$ cat config.mk
export PLATFORM = sky130hd
export DESIGN_NAME = seq_match_ctrl_flat
export DESIGN_NICKNAME = d
export VERILOG_FILES = /design/src/rtl/seq_ctrl_pkg.sv /design/src/rtl/seq_match_ctrl_if.sv /design/src/rtl/seq_window_match.sv /design/src/rtl/seq_match_ctrl.sv /design/src/flat_wrapper.sv
export SDC_FILE = /design/constraint.sdc
export NUM_CORES = 1
export LEC_CHECK = 0
export ABC_AREA = 1
export BUFFER_PORTS_ARGS = -buffer_cell sky130_fd_sc_hd__buf_4
export CORE_AREA = 4 4 70 72
export DETAILED_ROUTE_END_ITERATION = 16
export DIE_AREA = 0 0 74 76
export GPL_TIMING_DRIVEN = 1
export PLACE_DENSITY = 0.84
export SYNTH_ARGS = -nofsm -noshare
export SYNTH_HDL_FRONTEND = slang
export SYNTH_SLANG_ARGS = --single-unit
$ cat constraint.sdc
create_clock -name clk -period 3 [get_ports clk]
set_input_delay 0.3 -clock clk [delete_from_list [all_inputs] [get_ports clk]]
set_output_delay 0.3 -clock clk [all_outputs]
set_load 0.01 [all_outputs]
$ cat src/rtl/seq_ctrl_pkg.sv
// Shared types and constants for the programmable sequence-match controller.
//   state_t  : controller states (IDLE, RUN, DONE)
//   cfg_t    : pattern configuration at the default widths
//   len_legal: pattern-length range check shared by the controller
package seq_ctrl_pkg;

    localparam int unsigned DEF_PAT_W = 8;
    localparam int unsigned DEF_CNT_W = 8;
    localparam int unsigned DEF_LEN_W = $clog2(DEF_PAT_W) + 1;

    typedef enum logic [1:0] {
        IDLE = 2'd0,
        RUN  = 2'd1,
        DONE = 2'd2
    } state_t;

    typedef struct packed {
        logic [DEF_PAT_W-1:0] pattern;
        logic [DEF_LEN_W-1:0] len;
        logic                 overlap;
        logic [DEF_CNT_W-1:0] target;
    } cfg_t;

    function automatic logic len_legal(input int unsigned len, input int unsigned pat_w);
        return (len >= 1) && (len <= pat_w);
    endfunction

endpackage

$ cat src/rtl/seq_match_ctrl_if.sv
// Bundle of configuration, command, stream and status signals of seq_match_ctrl.
//   master: drives cfg_*, start, abort, in_*, done_ack; observes status
//   slave : the controller side
interface seq_match_ctrl_if #(
    parameter int unsigned PAT_W = 8,
    parameter int unsigned CNT_W = 8
);
    localparam int unsigned LEN_W = $clog2(PAT_W) + 1;

    logic             cfg_valid;
    logic             cfg_ready;
    logic [PAT_W-1:0] cfg_pattern;
    logic [LEN_W-1:0] cfg_len;
    logic             cfg_overlap;
    logic [CNT_W-1:0] cfg_target;
    logic             cfg_err;
    logic             start;
    logic             abort;
    logic             in_valid;
    logic             in_bit;
    logic             match;
    logic [CNT_W-1:0] match_count;
    logic             busy;
    logic             done;
    logic             done_ack;

    modport master (
        output cfg_valid, cfg_pattern, cfg_len, cfg_overlap, cfg_target,
        output start, abort, in_valid, in_bit, done_ack,
        input  cfg_ready, cfg_err, match, match_count, busy, done
    );

    modport slave (
        input  cfg_valid, cfg_pattern, cfg_len, cfg_overlap, cfg_target,
        input  start, abort, in_valid, in_bit, done_ack,
        output cfg_ready, cfg_err, match, match_count, busy, done
    );

endinterface

$ cat src/rtl/seq_window_match.sv
// Bit history window with fill tracking and length-masked pattern compare.
//   shift_en : accept bit_in this cycle
//   clear    : empty the window (overrides shift)
//   pattern  : reference pattern, bit [len-1] oldest
//   len      : active pattern length
//   hit      : combinational; the window including bit_in matches this cycle
module seq_window_match #(
    parameter int unsigned PAT_W = 8,
    parameter int unsigned LEN_W = $clog2(PAT_W) + 1
) (
    input  logic             clk,
    input  logic             reset,
    input  logic             shift_en,
    input  logic             clear,
    input  logic             bit_in,
    input  logic [PAT_W-1:0] pattern,
    input  logic [LEN_W-1:0] len,
    output logic             hit
);

    logic [PAT_W-1:0] history_q, history_d, history_next;
    logic [LEN_W-1:0] fill_q, fill_d, fill_next;
    logic [PAT_W-1:0] mask;

    always_comb begin
        history_next = (history_q << 1) | PAT_W'(bit_in);
        fill_next    = (fill_q == LEN_W'(PAT_W)) ? fill_q : fill_q + 1'b1;

        for (int unsigned i = 0; i < PAT_W; i++) begin
            mask[i] = (LEN_W'(i) < len);
        end

        hit = shift_en && (fill_next >= len) &&
              (((history_next ^ pattern) & mask) == '0);

        history_d = history_q;
        fill_d    = fill_q;
        if (clear) begin
            history_d = '0;
            fill_d    = '0;
        end else if (shift_en) begin
            history_d = history_next;
            fill_d    = fill_next;
        end
    end

    always_ff @(posedge clk) begin
        if (reset) begin
            history_q <= '0;
            fill_q    <= '0;
        end else begin
            history_q <= history_d;
            fill_q    <= fill_d;
        end
    end

endmodule

$ cat src/rtl/seq_match_ctrl.sv
// Programmable serial sequence-match controller.
//   clk, reset : clock, synchronous active-high reset
//   bus        : cfg handshake (cfg_valid/ready, pattern, len, overlap, target, cfg_err),
//                commands (start, abort, done_ack), stream (in_valid, in_bit),
//                status (match pulse, match_count, busy, done)
module seq_match_ctrl
    import seq_ctrl_pkg::*;
#(
    parameter int unsigned PAT_W = DEF_PAT_W,
    parameter int unsigned CNT_W = DEF_CNT_W
) (
    input  logic           clk,
    input  logic           reset,
    seq_match_ctrl_if.slave bus
);

    localparam int unsigned LEN_W = $clog2(PAT_W) + 1;

    // Same shape as the package cfg_t, sized to this instance.
    typedef struct packed {
        logic [PAT_W-1:0] pattern;
        logic [LEN_W-1:0] len;
        logic             overlap;
        logic [CNT_W-1:0] target;
    } cfg_reg_t;

    state_t           state_q, state_d;
    cfg_reg_t         cfg_q, cfg_d;
    logic             loaded_q, loaded_d;
    logic             match_q, match_d;
    logic [CNT_W-1:0] count_q, count_d, count_inc;
    logic             err_q, err_d;
    logic             busy_q, busy_d;
    logic             done_q, done_d;
    logic             shift_en, win_clear, hit;

    seq_window_match #(.PAT_W(PAT_W), .LEN_W(LEN_W)) u_window (
        .clk     (clk),
        .reset   (reset),
        .shift_en(shift_en),
        .clear   (win_clear),
        .bit_in  (bus.in_bit),
        .pattern (cfg_q.pattern),
        .len     (cfg_q.len),
        .hit     (hit)
    );

    assign bus.cfg_ready   = (state_q == IDLE) && !reset;
    assign bus.cfg_err     = err_q;
    assign bus.match       = match_q;
    assign bus.match_count = count_q;
    assign bus.busy        = busy_q;
    assign bus.done        = done_q;

    always_comb begin
        state_d   = state_q;
        cfg_d     = cfg_q;
        loaded_d  = loaded_q;
        match_d   = 1'b0;
        count_d   = count_q;
        err_d     = 1'b0;
        shift_en  = 1'b0;
        win_clear = 1'b0;
        count_inc = (count_q == '1) ? count_q : count_q + 1'b1;

        unique case (state_q)
            IDLE: begin
                // A configuration offer takes priority over start.
                if (bus.cfg_valid) begin
                    if (len_legal(32'(bus.cfg_len), PAT_W)) begin
                        cfg_d.pattern = bus.cfg_pattern;
                        cfg_d.len     = bus.cfg_len;
                        cfg_d.overlap = bus.cfg_overlap;
                        cfg_d.target  = bus.cfg_target;
                        loaded_d      = 1'b1;
                    end else begin
                        err_d = 1'b1;
                    end
                end else if (bus.start && loaded_q) begin
                    state_d   = RUN;
                    win_clear = 1'b1;
                    count_d   = '0;
                end
            end
            RUN: begin
                if (bus.abort) begin
                    state_d = IDLE;
                end else if (bus.in_valid) begin
                    shift_en = 1'b1;
                    if (hit) begin
                        match_d = 1'b1;
                        count_d = count_inc;
                        // Without overlap the window restarts empty after a hit.
                        win_clear = !cfg_q.overlap;
                        if ((cfg_q.target != '0) && (count_inc == cfg_q.target)) begin
                            state_d = DONE;
                        end
                    end
                end
            end
            DONE: begin
                if (bus.done_ack || bus.abort) begin
                    state_d = IDLE;
                end
            end
            default: state_d = IDLE;
        endcase

        busy_d = (state_d == RUN);
        done_d = (state_d == DONE);
    end

    always_ff @(posedge clk) begin
        if (reset) begin
            state_q  <= IDLE;
            cfg_q    <= '0;
            loaded_q <= 1'b0;
            match_q  <= 1'b0;
            count_q  <= '0;
            err_q    <= 1'b0;
            busy_q   <= 1'b0;
            done_q   <= 1'b0;
        end else begin
            state_q  <= state_d;
            cfg_q    <= cfg_d;
            loaded_q <= loaded_d;
            match_q  <= match_d;
            count_q  <= count_d;
            err_q    <= err_d;
            busy_q   <= busy_d;
            done_q   <= done_d;
        end
    end

endmodule

$ cat src/flat_wrapper.sv
// flat-port wrapper written by rule: the top's interface ports become plain ports
module seq_match_ctrl_flat import seq_ctrl_pkg::*;
#(
    parameter int unsigned PAT_W = DEF_PAT_W,
    parameter int unsigned CNT_W = DEF_CNT_W
)
  (clk, reset, bus_cfg_valid, bus_cfg_pattern, bus_cfg_len, bus_cfg_overlap, bus_cfg_target, bus_start, bus_abort, bus_in_valid, bus_in_bit, bus_done_ack, bus_cfg_ready, bus_cfg_err, bus_match, bus_match_count, bus_busy, bus_done);
  seq_match_ctrl_if #(.PAT_W(PAT_W), .CNT_W(CNT_W)) bus_i ();
  input  logic clk;
  input  logic reset;
  input wire logic [$bits(bus_i.cfg_valid)-1:0] bus_cfg_valid;
  input wire logic [$bits(bus_i.cfg_pattern)-1:0] bus_cfg_pattern;
  input wire logic [$bits(bus_i.cfg_len)-1:0] bus_cfg_len;
  input wire logic [$bits(bus_i.cfg_overlap)-1:0] bus_cfg_overlap;
  input wire logic [$bits(bus_i.cfg_target)-1:0] bus_cfg_target;
  input wire logic [$bits(bus_i.start)-1:0] bus_start;
  input wire logic [$bits(bus_i.abort)-1:0] bus_abort;
  input wire logic [$bits(bus_i.in_valid)-1:0] bus_in_valid;
  input wire logic [$bits(bus_i.in_bit)-1:0] bus_in_bit;
  input wire logic [$bits(bus_i.done_ack)-1:0] bus_done_ack;
  output wire logic [$bits(bus_i.cfg_ready)-1:0] bus_cfg_ready;
  output wire logic [$bits(bus_i.cfg_err)-1:0] bus_cfg_err;
  output wire logic [$bits(bus_i.match)-1:0] bus_match;
  output wire logic [$bits(bus_i.match_count)-1:0] bus_match_count;
  output wire logic [$bits(bus_i.busy)-1:0] bus_busy;
  output wire logic [$bits(bus_i.done)-1:0] bus_done;
  assign bus_i.cfg_valid = bus_cfg_valid;
  assign bus_i.cfg_pattern = bus_cfg_pattern;
  assign bus_i.cfg_len = bus_cfg_len;
  assign bus_i.cfg_overlap = bus_cfg_overlap;
  assign bus_i.cfg_target = bus_cfg_target;
  assign bus_i.start = bus_start;
  assign bus_i.abort = bus_abort;
  assign bus_i.in_valid = bus_in_valid;
  assign bus_i.in_bit = bus_in_bit;
  assign bus_i.done_ack = bus_done_ack;
  assign bus_cfg_ready = bus_i.cfg_ready;
  assign bus_cfg_err = bus_i.cfg_err;
  assign bus_match = bus_i.match;
  assign bus_match_count = bus_i.match_count;
  assign bus_busy = bus_i.busy;
  assign bus_done = bus_i.done;
  seq_match_ctrl #(.PAT_W(PAT_W), .CNT_W(CNT_W)) u_core (.clk(clk), .reset(reset), .bus(bus_i));
endmodule
* Yosys cells after proc, flatten, opt, wreduce, memory -nomap -nowiden *
Cells that the tools add are included.

storage, ports and cells
  output and inout port bits = 13
  bits of input ports = 29
  flip-flop bits (word level) = 47

operators by class
  add/sub/neg operators = 2
  reductions and logical operators = 18
  muxes and demuxes = 27
  magnitude comparators = 11
  bitwise logic cells = 7
  equal/unequal tests = 12

operator list
  kind                   count
  $mux W8                6
  $lt A3 B4 Y1 const A   4
  $pmux W8 S2            1
  $mux W2                7
  $mux W1                10
  $add A8 B1 Y8 const B  1
  $and A8 B8 Y8          1
  $eq A8 B8 Y1           1
  $eq A8 B8 Y1 const B   1
  $logic_not A8 Y1       1
  $lt A1 B4 Y1 const A   2
  $lt A2 B4 Y1 const A   2
  $ne A2 B2 Y1 const B   4
  $or A8 B1 Y8           1
  $reduce_bool A8 Y1     1
  $xor A8 B8 Y8          1
  $logic_and A1 B1 Y1    6
  $pmux W2 S3            1
  $reduce_and A6 Y1      1
  $add A4 B1 Y4 const B  1
  $eq A2 B1 Y1 const B   2
  $eq A2 B2 Y1 const B   2
  $eq A4 B4 Y1 const B   1
  $ge A4 B1 Y1 const B   1
  other kinds (14)       18

* Longest topological paths before layout *
Gate-level depths: netlist of run 1.

  depth after elaboration = 10
  depth in mapped cells = 17
  gate-level depth less buffers = 16

* Modules after synthesis *
A second synthesis of run 1 with hierarchy kept.

second synthesis, totals
  cells, all modules = 367
  area total of the unflattened synthesis = 2498.6 um^2

by module, submodules not included
  module            seq. area each (um^2)  times used  area an instance (um^2)  cells an instance
  seq_match_ctrl    720.7                  1           1732.9                   248
  seq_window_match  220.2                  1           765.7                    119

* Least setup slack after synthesis of run 1 *
OpenSTA, ideal clock, no wires.

  path type = reg2reg
  start = register u_core.u_window.fill_q[0]
  end = register u_core.u_window.fill_q[1]
  library setup time = 117 ps
  period minus slack after synthesis = 2073 ps
  arrival = 1956 ps
  path buffers = 1
  data required time = 2883 ps
  slack = 927 ps
  cell stages (with the launch flop) = 14
  path through = dfxtp_1 inv_1 ha_1 nand2_1 nor2_1 xor2_1 ha_1 nand3_1 nand3_1 nand2_1 nand3b_1 o211ai_1 buf_4 nor2_1

on the way
  cells in the longest elaborated chain, start to end = 10
  elaborated cells on any way between the ends = 11
  classes of those cells = 1 x add/sub; 1 x order compare; 1 x eq/ne; 5 x mux; 3 x reduce/logical

RTL lines
  element                                               RTL line                source
  start: declaration                                    seq_window_match.sv:22  logic [LEN_W-1:0] fill_q, fill_d, fill_next;
  start signal: assignment                              seq_window_match.sv:53  fill_q <= fill_d;
  $add A4 B1 Y4 / $eq A4 B4 Y1 (equally long branches)  seq_window_match.sv:27  fill_next = (fill_q == LEN_W'(PAT_W)) ? fill_q : fill_q + 1'b1;
  $mux W4 (*)                                           seq_window_match.sv:27
  $ge A4 B4 Y1                                          seq_window_match.sv:33  hit = shift_en && (fill_next >= len) &&
  $logic_and A1 B1 Y1 (2 in series)                     seq_window_match.sv:33
  $mux W1                                               seq_match_ctrl.sv:90    if (hit) begin
  $mux W1                                               seq_match_ctrl.sv:88    end else if (bus.in_valid) begin
  $mux W1                                               seq_match_ctrl.sv:86    if (bus.abort) begin
  $pmux W1 S2                                           seq_match_ctrl.sv:66    unique case (state_q)
  $reduce_or A2 Y1 (no source line)                     n/a

Mark *: on every way between the ends. The rest lies on a longest branch, timed or not.
A chain may end at the register's enable or synchronous reset.

* Worst setup path in the final report of run 1 *
  start = register u_core.u_window.fill_q[0]
  end = register u_core.count_q[6] (netlist: u_core.bus.match_count[6])

on the way
  cells in the longest elaborated chain, start to end = 7
  elaborated cells on any way between the ends = 8
  classes of those cells = 1 x add/sub; 1 x order compare; 2 x eq/ne; 1 x mux; 3 x reduce/logical

RTL lines
  element                                               RTL line                source
  $add A4 B1 Y4 / $eq A4 B4 Y1 (equally long branches)  seq_window_match.sv:27
  $mux W4 (*)                                           seq_window_match.sv:27
  $ge A4 B4 Y1 (*)                                      seq_window_match.sv:33
  $logic_and A1 B1 Y1 (*) (2 in series)                 seq_window_match.sv:33
  $ne A2 B1 Y1 (no source line) (*)                     n/a
  $reduce_and A6 Y1 (no source line) (*)                n/a
  end signal: assignment                                seq_match_ctrl.sv:128   count_q <= count_d;
  end: declaration                                      seq_match_ctrl.sv:31    logic [CNT_W-1:0] count_q, count_d, count_inc;

Marks and branches as above.

==> results.md, run 1 <==
- Ys async rst share: 0%
- Yosys top cell by area: dfxtp_1
- Hold_buf cts: 0
- Initial antenna violation count: 0
- Cell mode on critical path: nor2_1
- ANT cells: 0
- CP max FO: 16
- Die width: 74 µm
- Clock Tree Root: clkbuf_8
- Slew @ Worst Pin: roughly 0.77 ns
- CTS-repair resized insts: 0
- Crit-path cells: inv_1 > ha_1 > nand2_1 > nor2_1 > xor2_1 > ha_1 > nor2_1 > o21ai_0 > nand3_1 > nand2_1 > nand3b_1 > nand2_2 > o21ai_0 > o21ai_1 > nor2_1
- Global route overflow: 0
- Die height: approximately 76 µm
- Reg clk slew, reported paths: approximately 0.080 ns
- EDFF count, synth: 0
- # DRC: 0
- Synth cell count leaders: nand2_1 (62), nor2_1 (55), dfxtp_1 (47)
- CP Data Arrival Time: roughly 2.6 ns
- Iteration-0 DRC Markers: slightly below 200
- Gr usage total: 21.08%
- R2R Path Start: u_core.u_window.fill_q[0]
- Fmax: about 420 MHz
- I/O pins: between 40 and 50
- Max-cap check violation count: 0
- Syn_nets: a little over 400
- Die area: 0.005624 mm²
- Hold Crit Start: reset
- Avg Vias per Cell: approximately 5.3
- Area share of the largest cell type after synthesis: 37.81%
- Sequential share of the synthesized area: 37.81%
- P&R area growth vs syn: 15.38%
- CTS tree: yes
- Via count: roughly 2,400
- Cell area after synthesis: 0.002489 mm²
- Pins Over Slew Limit: 0
- Worst path max stage delay: approximately 0.41 ns
- Crit. Startpoint: u_core.u_window.fill_q[0]
- Register bit count reported by yosys: 47
- Total CTS buffers: 5
- Critical path type: flip-flop to flip-flop
- Final setup vio count: 0
- Top_reg_cell synth: dfxtp_1
- Clock tree sinks: 47
- Post-synthesis cell type count: 28
- H-tree depth: 2
- Share of cells above drive strength 1: about 16%
- CP Launch Type: flip-flop
- CTS max path bufs: 2
- Endpoints failing hold: 0
- VDD IR max: ~0.29 mV
- Synth area leaders: dfxtp_1 (38%), nand2_1 (9.4%), o21ai_0 (8.8%)
- Cell count after synthesis: roughly 370
- Nature of the critical path endpoint: flip-flop
- Post-layout min period: roughly 2.4 ns
- Setup TNS: 0 ns
- IO Port Bufs: 41
- Slew headroom: around half
- Pleak: 1.326 nW
- Status: complete, no violations
- DR pass1 iterations: 5
- Yosys warns: 0
- Total power: between 0.001 and 0.0015 W
- Class of the worst hold path: input port to flip-flop
- WP data required: approximately 3.2 ns
- Final net count: 440
- Gpl congestion: 0.8422
- Routed wire length: around 5.7 mm
- Clk_lat worst skew: about 0.3 ns
- RSZ-0062 raised after global routing: false
- Core Region: approximately 0.0043 mm²
- Dpl hpwl: 4.257 mm
- Top-count cell post-synth: nand2_1
- Setup bufs post-CTS: 0
- Clock skew: just over 0.006 ns
- Row count: 24
- CP max stage cell: dfxtp_1
- Syn avg cell area: around 6.8 µm²
- DRT antenna net count: 0
- Vias in the first global route: around 2,200
- Global-route wire length before repair: a little under 10 mm
- Power Dens Cells: approximately 430 mW/mm²
- Initial Util: just under 60%
- DR WL/cell: 12.52 µm
- Tcrit/Tclk final: approximately four fifths
- Largest net degree at the start of global routing: 32
[metal layers]
layer	global-route usage [%]	up-vias	part of all wire [%]	wire [µm]
met5	0	-	0	0
met4	5.978	0	1.4	80
met3	5.013	10	9.1	520
met2	32.18	95	44	2524
met1	29.34	1044	45	2572
li1	-	1251	-	-
[worst max-delay path, delay by kind of cell, from the launching register on]
kind                       cells  cell delay [ns]
AOI/OAI and AO/OA              3             0.33
xor gates and xnor gates       1             0.17
adders and majority gates      2             0.42
buffers and inverters          1             0.08
DFF                            1             0.41
and+or+nand+nor                8             0.90
[cells in the final DEF (no fill, tap or decap), types with 6 or more instances in the layout]
cell      n
o21ai_0  44
buf_4    43
inv_1    41
dfxtp_1  47
ha_1      7
o21ai_1   6
nand2_1  62
nand2_2   8
nor2_1   55
nand3_1  25
a21oi_1  28
xor2_1    7
[layout make-up]
cell class,instances,area [µm²]
multi-input cells,262,1301
fillers,382,1423
repair buffers,43,322.8
flip-flops and latches,47,940.9
inverters,45,168.9
clock buffers,6,72.57
well taps,52,65.06
[registers in the layout, summed over array words and instances (netlist names)]
| name | flops |
|---|---|
| u_core.cfg_q | 21 |
| u_core.bus.match_count | 8 |
| u_core.u_window.history_q | 7 |
| u_core.u_window.fill_q | 4 |
| u_core.state_q | 2 |
| u_core.bus.busy | 1 |
| u_core.bus.cfg_err | 1 |
| u_core.bus.done | 1 |
| u_core.bus.match | 1 |
| u_core.loaded_q | 1 |
[cell families (layout without fill, tap and decap cells)]
logic type | after synthesis | in the layout | share of synthesized area, %
simple gates | 165 | 165 | 28.96
xor+xnor | 9 | 9 | 3.168
compound gates | 81 | 81 | 16.64
flops | 47 | 47 | 37.81
buf+inv | 58 | 94 | 9.904
fa+ha+maj | 7 | 7 | 3.519
[metrics by stage]
stage | setup slack (ns) | utilization [%] | area (µm²) | hold WS (ns) | instances
3_5_place_dp | 0.6528 | 65.18 | 2799 | 0.4625 | 449
3_3_place_gp | 0.8318 | 65.18 | 2799 | 0.4558 | 449
5_1_grt | 0.3626 | 66.87 | 2872 | 0.2131 | 455
6_report | 0.5966 | 66.87 | 2872 | 0.2079 | 455
2_1_floorplan | 0.9270 | - | 2489 | 0.3691 | 367
4_1_cts | 0.6090 | 66.87 | 2872 | 0.2010 | 455
[report_power, final]
group / internal, W / switching (W) / leakage [nW]
registers: 0.000655 / 0.0000268 / 0.384
logic: 0.0000866 / 0.000110 / 0.905
clock network: 0.000156 / 0.000200 / 0.0371
total: 0.000897 / 0.000336 / 1.33
[worst paths after layout]
kind                               end  slack (ns)  cells past startpoint
max reg2reg  u_core.bus.match_count[6]        0.60                     15
min reg2reg           u_core.cfg_q[19]        0.47                      2
max          u_core.bus.match_count[6]        0.60                     15
min          u_core.bus.match_count[0]        0.21                      2
Power figures use the tool's default switching activity.
==> run 2: changes to the inputs <==
--- a/config.mk
+++ b/config.mk
@@ -7,11 +7,11 @@
 export LEC_CHECK = 0
 export ABC_AREA = 1
 export BUFFER_PORTS_ARGS = -buffer_cell sky130_fd_sc_hd__buf_4
-export CORE_AREA = 4 4 70 72
+export CORE_AREA = 4 4 76 78
 export DETAILED_ROUTE_END_ITERATION = 16
-export DIE_AREA = 0 0 74 76
+export DIE_AREA = 0 0 80 82
 export GPL_TIMING_DRIVEN = 1
-export PLACE_DENSITY = 0.84
+export PLACE_DENSITY = 0.75
 export SYNTH_ARGS = -nofsm -noshare
 export SYNTH_HDL_FRONTEND = slang
 export SYNTH_SLANG_ARGS = --single-unit
==> constraint.sdc (replaced) <==
create_clock -name clk -period 2.2 [get_ports clk]
set_input_delay 0.22 -clock clk [delete_from_list [all_inputs] [get_ports clk]]
set_output_delay 0.22 -clock clk [all_outputs]
set_load 0.01 [all_outputs]
==> run 2 against run 1 <==
Hold slack got worse by 0.071 ns. Non-clock buffer count increased by 22. Utilization fell by 2.5 points. Cell count up 9.2%. Die area increased by 17%. Critical path type unchanged. Largest power group unchanged. Clock skew increased by 0.0062 ns. Via count increased by 4.9%. Wire length increased by 10%. Combinational power rose by 53%. Final area rose by 14%. The run now ends with setup timing left.
==> results.md, run 2 (same netlist as run 1, synthesis figures left out) <==
- P&R area growth vs syn: 31.17%
- Die width: roughly 80 µm
- Critical path type: flip-flop to flip-flop
- Largest register FFs: 21
- Pre-CTS WS: -0.1108 ns
- Global-route wire length before repair: roughly 11 mm
- Hold_buf cts: 0
- Slew @ Worst Pin: 0.5464 ns
- Finished Cell Area: 0.003264 mm²
- WHS: 0.1367 ns
- Cell mode on critical path: nand3_2
- Nature of the critical path endpoint: flip-flop
- Tcrit/Tclk final: 101.0%
- FILL cells: between 400 and 500
- Share of cells above drive strength 1: between 20% and 30%
- Avg Vias per Cell: roughly 5
- P_int: between 0.001 and 0.0015 W
- Clock skew: around 0.012 ns
- # DRC: 0
- Global route overflow: 0
- Class of the worst hold path: input port to flip-flop
- Total power: ~0.002 W
- CP max FO: 6
- CP max stage cell: dfxtp_4
- Clock Tree Root: clkbuf_8
- Worst path max stage delay: around 0.40 ns
- Pins Over Slew Limit: 0
- Iteration-0 DRC Markers: about 160
- Max-cap check violation count: 0
- Status: finished, violations left
- Multi-input logic area: roughly 0.0014 mm²
- Crit-path cells: inv_4 > ha_4 > nand2_4 > nor2_4 > xor2_2 > ha_2 > nand3_2 > nand3_2 > nand2_1 > nand3b_1 > o211ai_1 > buf_4 > nor2_2
- RSZ-0062 raised after global routing: true
- Die area: ~0.0066 mm²
- Reg clk slew, reported paths: roughly 0.090 ns
- Core Region: 0.005075 mm²
- Pleak: 1.478 nW
- Failing checks: setup timing
- IO Port Bufs: 41
- Gpl congestion: 0.9035
- Dpl hpwl: roughly 4.4 mm
- Total CTS buffers: 5
- Register Area: about 950 µm²
- Largest net degree at the start of global routing: 32
- Gr usage total: between 20% and 30%
- Reg with most FFs: u_core.cfg_q
- CP Launch Type: flip-flop
- Initial Util: 49.04%
- Die height: between 80 and 90 µm
- Net Sw Power: roughly 0.00049 W
- I/O pins: 42
- Commonest non-fill, non-tap cell in the layout: buf_4
- Row count: 26
- DR pass1 iterations: 4
- Combinational power share: 15.3%
- Routed wire length: around 6.3 mm
- CTS tree: yes
- Initial antenna violation count: 0
- Power Dens Cells: roughly 600 mW/mm²
- WP data required: 2.39 ns
- Most frequent cells in the layout: buf_4 (64), nand2_1 (61), nor2_1 (48)
- Final setup margin: -0.02174 ns
- CP Data Arrival Time: roughly 2.4 ns
- Clk_lat worst skew: around 0.30 ns
- Endpoints failing hold: 0
- Vias in the first global route: roughly 2,400
- H-tree depth: 2
- DRT antenna net count: 0
- CTS max path bufs: 2
- ANT cells: 0
- Sequential Power Share: a little under half
- Clock network fraction of design power: between 30% and 40%
- Placed Area: 0.002874 mm²
- DR WL/cell: between 10 and 15 µm
- VDD IR max: 0.3125 mV
- Final net count: approximately 460
- Via count: between 2,000 and 3,000
- Fmax: between 400 and 500 MHz
- Slew headroom: around 64%
- Switching Share: around a quarter
- Fin util: between 60 and 70%
- Clock tree sinks: 47
- Final setup vio count: 6
- Post-layout min period: around 2.2 ns
## run 2: critical path: cells and delay by family, from the launching register on
family | cells | cell delay, ns
xor gates and xnor gates | 1 | 0.15
adders and majority gates | 2 | 0.48
DFF | 1 | 0.40
AOI/OAI and AO/OA | 1 | 0.28
and+or+nand+nor | 7 | 0.52
buffers and inverters | 2 | 0.27
## run 2: per-stage QoR
stage / setup TNS, ns / std cells
floorplan: 0 / 367
global route: -2.864 / 497
detailed placement: -1.739 / 474
global placement: 0 / 474
finish: -0.09117 / 497
CTS: 0 / 494
## run 2: power by group through the flow
stage	Sequential [W]	Combinational, W	Clock, W
6_report	0.000921	0.000301	0.000749
3_3_place_gp	0.000943	0.000272	0
4_1_cts	0.000924	0.000294	0.000754
5_1_grt	0.000928	0.000342	0.000786
2_1_floorplan	0.000941	0.000178	0
3_5_place_dp	0.000944	0.000277	0
## run 2: path summary, 6_finish.rpt
| kind | from | end | slack (ns) | cells after the start |
|---|---|---|---|---|
| worst max register to register | u_core.u_window.fill_q[0] | u_core.u_window.history_q[1] | -0.02 | 13 |
| worst min-delay path | reset | u_core.bus.match | 0.14 | 2 |
| worst max-delay path | u_core.u_window.fill_q[0] | u_core.u_window.history_q[1] | -0.02 | 13 |
| worst min register to register | u_core.loaded_q | u_core.loaded_q | 0.48 | 1 |
## run 2: what timing repair did
item | in CTS | in global routing
endpoints found under the setup margin | 22 | 24
pin swaps | 7 | 9
buffers inserted | 11 | 3
resized for setup | 24 | 24
gates cloned | 1 | 0
## run 2: cell type report
cell class / instances / area share (%)
clock buffers: 6 / 2.223
well taps: 70 / 2.683
clock inverters: 2 / 1.840
inverters: 45 / 5.328
repair buffers: 65 / 15.06
multi-input cells: 262 / 43.69
flip-flops and latches: 47 / 29.17
## run 2: layer usage
metal	vias up	wire length (µm)	GRT usage, %
met5	-	0	0
met4	0	127	6.757
met3	16	374	3.618
met2	82	2925	34.35
met1	1117	2856	26.93
li1	1303	-	-
